--- config.mk ---
export PLATFORM = sky130hd
export DESIGN_NAME = clcd_read_sequencer
export DESIGN_NICKNAME = d
export VERILOG_FILES = /design/src/rtl/clcd_read_sequencer.sv
export SDC_FILE = /design/constraint.sdc
export NUM_CORES = 1
export LEC_CHECK = 0
export BUFFER_PORTS_ARGS = -buffer_cell sky130_fd_sc_hd__buf_2
export CAP_MARGIN = 5
export CELL_PAD_IN_SITES_DETAIL_PLACEMENT = 0
export CELL_PAD_IN_SITES_GLOBAL_PLACEMENT = 1
export CORE_MARGIN = 5
export CORE_UTILIZATION = 42
export DETAILED_ROUTE_END_ITERATION = 8
export PLACE_DENSITY = 0.87
export RECOVER_POWER = 25
export SKIP_CTS_REPAIR_TIMING = 1
export SYNTH_ARGS = -nofsm -noshare
export SYNTH_HDL_FRONTEND = slang
export SYNTH_SLANG_ARGS = --single-unit
--- constraint.sdc ---
create_clock -name clk -period 4.2 [get_ports clk]
set_input_delay 0.84 -clock clk [delete_from_list [all_inputs] [get_ports clk]]
set_output_delay 0.84 -clock clk [all_outputs]
set_load 0.02 [all_outputs]
--- src/rtl/clcd_read_sequencer.sv ---
// HD44780 read sequencer over a PCF8574 I2C backpack: E-high write, I2C read,
// E-low write, done twice, assembling the two returned nibbles into one byte.
module clcd_read_sequencer #(
    parameter logic [6:0]  I2C_ADDR = 7'h27,
    parameter int unsigned TIMEOUT  = 1000
) (
    input  logic       clk,
    input  logic       reset_p,
    input  logic       i_busy,
    input  logic [7:0] i_rd_data,
    output logic       o_valid,
    output logic       o_RW,
    output logic [7:0] o_data,
    output logic [6:0] o_addr,
    input  logic       i_valid,
    input  logic       i_RS,
    output logic       o_busy,
    output logic [7:0] o_rd_data,
    output logic       o_rd_valid,
    output logic       o_busy_flag,
    output logic [6:0] o_ac,
    output logic       o_error
);

    typedef enum logic [2:0] {IDLE, W1, R1, W2, W3, R2, W4, DONE} state_t;

    localparam int unsigned CW = (TIMEOUT > 1) ? $clog2(TIMEOUT) : 1;
    localparam logic [CW-1:0] TO_LAST = (TIMEOUT > 0) ? CW'(TIMEOUT - 1) : '0;

    state_t        state, state_n;
    logic          valid_n, rw_n, rd_valid_n, error_n;
    logic [7:0]    data_n, rd_data_n;
    logic [CW-1:0] cnt, cnt_n;
    logic          seen, seen_n;
    logic [3:0]    hi, hi_n, lo, lo_n;
    logic          rs, rs_n;
    logic          busy_cur, busy_prev;
    logic          rise, fall, is_read, e_high;

    assign rise    = busy_cur & ~busy_prev;
    assign fall    = ~busy_cur & busy_prev;
    assign is_read = (state == R1) || (state == R2);
    assign e_high  = (state == W1) || (state == W3);

    assign o_addr      = I2C_ADDR;
    assign o_busy      = (state != IDLE);
    assign o_busy_flag = o_rd_data[7];
    assign o_ac        = o_rd_data[6:0];

    always_ff @(posedge clk) begin
        if (reset_p) begin
            state      <= IDLE;
            o_valid    <= 1'b0;
            o_RW       <= 1'b0;
            o_data     <= '0;
            o_rd_data  <= '0;
            o_rd_valid <= 1'b0;
            o_error    <= 1'b0;
            cnt        <= '0;
            seen       <= 1'b0;
            hi         <= '0;
            lo         <= '0;
            rs         <= 1'b0;
            busy_cur   <= 1'b0;
            busy_prev  <= 1'b0;
        end else begin
            state      <= state_n;
            o_valid    <= valid_n;
            o_RW       <= rw_n;
            o_data     <= data_n;
            o_rd_data  <= rd_data_n;
            o_rd_valid <= rd_valid_n;
            o_error    <= error_n;
            cnt        <= cnt_n;
            seen       <= seen_n;
            hi         <= hi_n;
            lo         <= lo_n;
            rs         <= rs_n;
            busy_cur   <= i_busy;
            busy_prev  <= busy_cur;
        end
    end

    always_comb begin
        state_n    = state;
        valid_n    = o_valid;
        rw_n       = o_RW;
        data_n     = o_data;
        rd_data_n  = o_rd_data;
        rd_valid_n = 1'b0;
        error_n    = 1'b0;
        cnt_n      = cnt;
        seen_n     = seen;
        hi_n       = hi;
        lo_n       = lo;
        rs_n       = rs;
        case (state)
            IDLE: begin
                if (i_valid) begin
                    state_n = W1;
                    rs_n    = i_RS;
                end
            end
            DONE: state_n = IDLE;
            default: begin
                // A step is in its first cycle when no request is out and no rise seen yet
                if (!o_valid && !seen) begin
                    valid_n = 1'b1;
                    cnt_n   = '0;
                    rw_n    = is_read;
                    if (!is_read)
                        data_n = {4'hF, 1'b1, e_high, 1'b1, rs};
                end else if (o_valid) begin
                    if (rise) begin
                        valid_n = 1'b0;
                        seen_n  = 1'b1;
                    end else if ((TIMEOUT != 0) && (cnt == TO_LAST)) begin
                        valid_n = 1'b0;
                        error_n = 1'b1;
                        state_n = IDLE;
                    end else begin
                        cnt_n = cnt + 1'b1;
                    end
                end else if (fall) begin
                    seen_n = 1'b0;
                    case (state)
                        W1: state_n = R1;
                        R1: begin
                            state_n = W2;
                            hi_n    = i_rd_data[7:4];
                        end
                        W2: state_n = W3;
                        W3: state_n = R2;
                        R2: begin
                            state_n = W4;
                            lo_n    = i_rd_data[7:4];
                        end
                        default: begin
                            state_n    = DONE;
                            rd_data_n  = {hi, lo};
                            rd_valid_n = 1'b1;
                        end
                    endcase
                end
            end
        endcase
    end

endmodule

==> results.md <==
- Wirelength per Cell: 12.6 um
- Critical register-to-register path endpoint: o_rd_data[5]
- Post-Route WL: 3.81 mm
- Die Y-Extent: 79.2 um
- Final period demand of the worst path: 2.21 ns
- Mux cell area share after synthesis: 8.95%
- Max capacitance violation total: 0
- Placer's final routability congestion estimate: 0.762
- Worst hold path endpoint: rs
- Nature of the critical path startpoint: input pin
- Core footprint: 4690 um^2
- Placement Rows: 25
- Post-route standard cell area excluding fillers: 2150 um^2
- Count of warnings emitted by yosys: 0
- Tightest Pin Transition: 1.46 ns
- Wire length on met2: 1.69 mm
- Placed cell count: 296
- Synth area leader: sky130_fd_sc_hd__dfxtp_1
- Reported leakage power: 0.923 nW
- Placed instance area: 2080 um^2
- Critical path required time: 4.37 ns
- Final count of pins violating max slew: 0
- Share of final-layout standard cells stronger than drive strength 1: 18.9%
- Crit-path slowest cell: sky130_fd_sc_hd__clkbuf_1
- Die Span X: 79.2 um
- Post-layout nets: 264
- Largest cells by area after synthesis: sky130_fd_sc_hd__dfxtp_1 40%, sky130_fd_sc_hd__mux2i_1 8.9%, sky130_fd_sc_hd__buf_4 7.8%
- Final sum of negative setup slack: 0 ns
- Commonest register cell after synthesis: sky130_fd_sc_hd__dfxtp_1
- Clock tree from TritonCTS: built
- Number of different library cells in the post-synthesis netlist: 48
- Cts bufs inserted: 5
- Normalized max-slew margin: 2.88%
- R2R cell count: 5
- Arrival time of data at the critical path endpoint: 2.37 ns
- Netlist area before placement: 2010 um^2
- Final standard cell utilization of the core: 45.9%
- Die Footprint: 6280 um^2
- Total met3 wirelength after detailed routing: 239 um
- Via-to-Cell Ratio: 5.32
- Setup slack, reg-to-reg: 2.16 ns
- Place WS: 2.15 ns
- Tightest hold margin: 0.474 ns
- Number of antenna violations at the first check in global routing: 0
- Dominant combinational cell family by area after synthesis: simple AND/OR/NAND/NOR gates
- Share of synthesized area occupied by flip-flops and latches: 39.8%
- Worst hold path type: reg -> reg
- Number of enable flip-flop cells after synthesis: 0
- Final number of setup-violating endpoints: 0
- Wire length of the first global-routing pass: 6.47 mm
- Worst setup EP type: flop
- Highest metal layer with signal wires: met4
- Post-Synth XOR/XNOR Area: 1.74%
- Outcome: complete, no violations
- Hold Vio Cnt, Final: 0
- Critical-path maximum fanout: 35
- Design Power: 0.700 mW
- Number of sinks driven by the clock tree: 40
- Root buffer cell: sky130_fd_sc_hd__clkbuf_8
- Number of buffers on the longest clock path: 2
- Post-synthesis to final-layout area growth: 6.90%
- Setup slack after layout: 1.99 ns
- Clock latency on the worst-skew pair: 0.29 ns
- Max Clock Skew: 0.00718 ns
- Count of buffers from port buffering: 37
- Highest achievable clock rate: 453 MHz
- Simple-gate portion of the synthesized area: 24.2%
- Number of violations reported at the end of detailed-routing iteration 0: 85
- Largest net degree at the start of global routing: 36
- Cell count after synthesis: 230
- Power per cell area: 325 nW/um^2
- Maximum level of the CTS H-tree: 2
- WHS Path Cells: 2
- Count of state elements after synthesis: 40
- Complex-gate fraction of the synthesized area: 12.6%
- Cell-by-cell listing of the critical path: clkbuf_1 -> nand2b_1 -> nor2_1
- Setup repair after global routing missed its margin: false
- Via count of the first global-routing pass: 1402
- Routed Antenna Nets: 0
- Mean post-synth cell area: 8.75 um^2
- Global route total overflow: 0
- Number of remaining DRC errors: 0
- Detailed-placement wirelength estimate: 2.77 mm
- Highest ir drop seen on vdd: 0.156 mV
- Top-level I/O count: 49
- Filler-free cell count of the finished design: 303
- Adder and majority cell fraction of the synthesized area: 1.24%
- Fraction of registers with async set/reset: 0%
- M1 WL: 1.80 mm
- Ant. Diodes: 0
- Initial Util: 42.9%
- Hold Path Origin: rs
- Type of the worst setup path: in -> reg
- Yosys top cell area share: 39.8%
- Vias post-DR: 1612
- GR Util All Layers: 12.9%
- Crit share post-route: 52.6%
- Slowest stage delay, CP: 1.04 ns
- Detailed-routing iteration count for the pre-antenna-repair pass: 5
- FF-to-FF Start: busy_cur
- Clock-pin transition on the worst setup and hold timing paths: 0.07 ns
## routing by layer
layer  vias to the layer above  track usage [%]
li1                        813                -
met1                       743             17.1
met2                        50             19.4
met3                         6             3.51
met4                         0             5.84
met5                         -                0
## worst max-delay path by stage
stage	slack, ns	cells past startpoint	end	startpoint
2_1_floorplan	2.54	6	cnt[9]	o_valid
3_3_place_gp	2.17	5	o_rd_data[1]	busy_cur
3_5_place_dp	2.15	5	o_rd_data[5]	busy_cur
4_1_cts	2.00	3	o_busy	state[2]
5_1_grt	1.81	4	cnt[7]	reset_p
6_report	1.99	3	cnt[6]	reset_p
## cell type report
cell class | instances | area (um^2)
clock inverter | 2 | 12.5
sequential | 40 | 801
multi-input combinational | 160 | 1010
timing repair buffer | 37 | 173
tap | 54 | 67.6
clock buffer | 5 | 68.8
fill | 487 | 2540
inverter | 5 | 21.3
## kinds of logic after synthesis
kind of cell / Yosys count
AND/OR/NAND/NOR: 90
multiplexers: 18
other: 2
buffers and inverters: 35
flip-flops: 40
AO/OA/AOI/OAI: 39
XOR/XNOR: 4
adder cells (fa/ha/maj): 2
## synthesized netlist by cell type, types with 4 or more instances
cell                       count
sky130_fd_sc_hd__nand3_1       9
sky130_fd_sc_hd__mux2i_1      18
sky130_fd_sc_hd__o21ai_0       6
sky130_fd_sc_hd__o31ai_1       4
sky130_fd_sc_hd__dfxtp_1      40
sky130_fd_sc_hd__buf_4        21
sky130_fd_sc_hd__nand2_1      12
sky130_fd_sc_hd__clkbuf_1      6
sky130_fd_sc_hd__nand2b_1      4
sky130_fd_sc_hd__a21oi_1      17
sky130_fd_sc_hd__nor2_1       35
sky130_fd_sc_hd__inv_1         4
sky130_fd_sc_hd__nor2b_1       4
## cells in the final DEF (no fill, tap or decap), types with 5 or more instances in the layout
| cell type | count |
|---|---|
| sky130_fd_sc_hd__o21ai_0 | 6 |
| sky130_fd_sc_hd__clkbuf_1 | 10 |
| sky130_fd_sc_hd__a21oi_1 | 17 |
| sky130_fd_sc_hd__nand3_1 | 9 |
| sky130_fd_sc_hd__mux2i_1 | 18 |
| sky130_fd_sc_hd__clkbuf_8 | 5 |
| sky130_fd_sc_hd__nand2_1 | 12 |
| sky130_fd_sc_hd__conb_1 | 7 |
| sky130_fd_sc_hd__buf_2 | 27 |
| sky130_fd_sc_hd__dfxtp_1 | 40 |
| sky130_fd_sc_hd__nor2_1 | 35 |
## worst max-delay path, delay by kind of cell
family	cells	cell delay (ns)
and+or+nand+nor	2	0.49
buffers and inverters	1	1.04
## sequential cells by signal, summed over array words and instances, names as in the netlist
signal and cells:
o_rd_data 8, o_error 1, lo 4, o_valid 1, hi 4, seen 1, rs 1, cnt 10
o_data 3, busy_cur 1, busy_prev 1, o_RW 1, o_rd_valid 1, state 3
## power breakdown
| part | internal, mW | leakage [nW] | total, mW | switching [mW] |
|---|---|---|---|---|
| logic | 0.0214 | 0.560 | 0.0687 | 0.0472 |
| registers | 0.385 | 0.323 | 0.394 | 0.00931 |
| clock network | 0.112 | 0.0400 | 0.238 | 0.125 |
| total | 0.518 | 0.923 | 0.700 | 0.182 |
No activity file was read; power rests on OpenSTA's default activity.
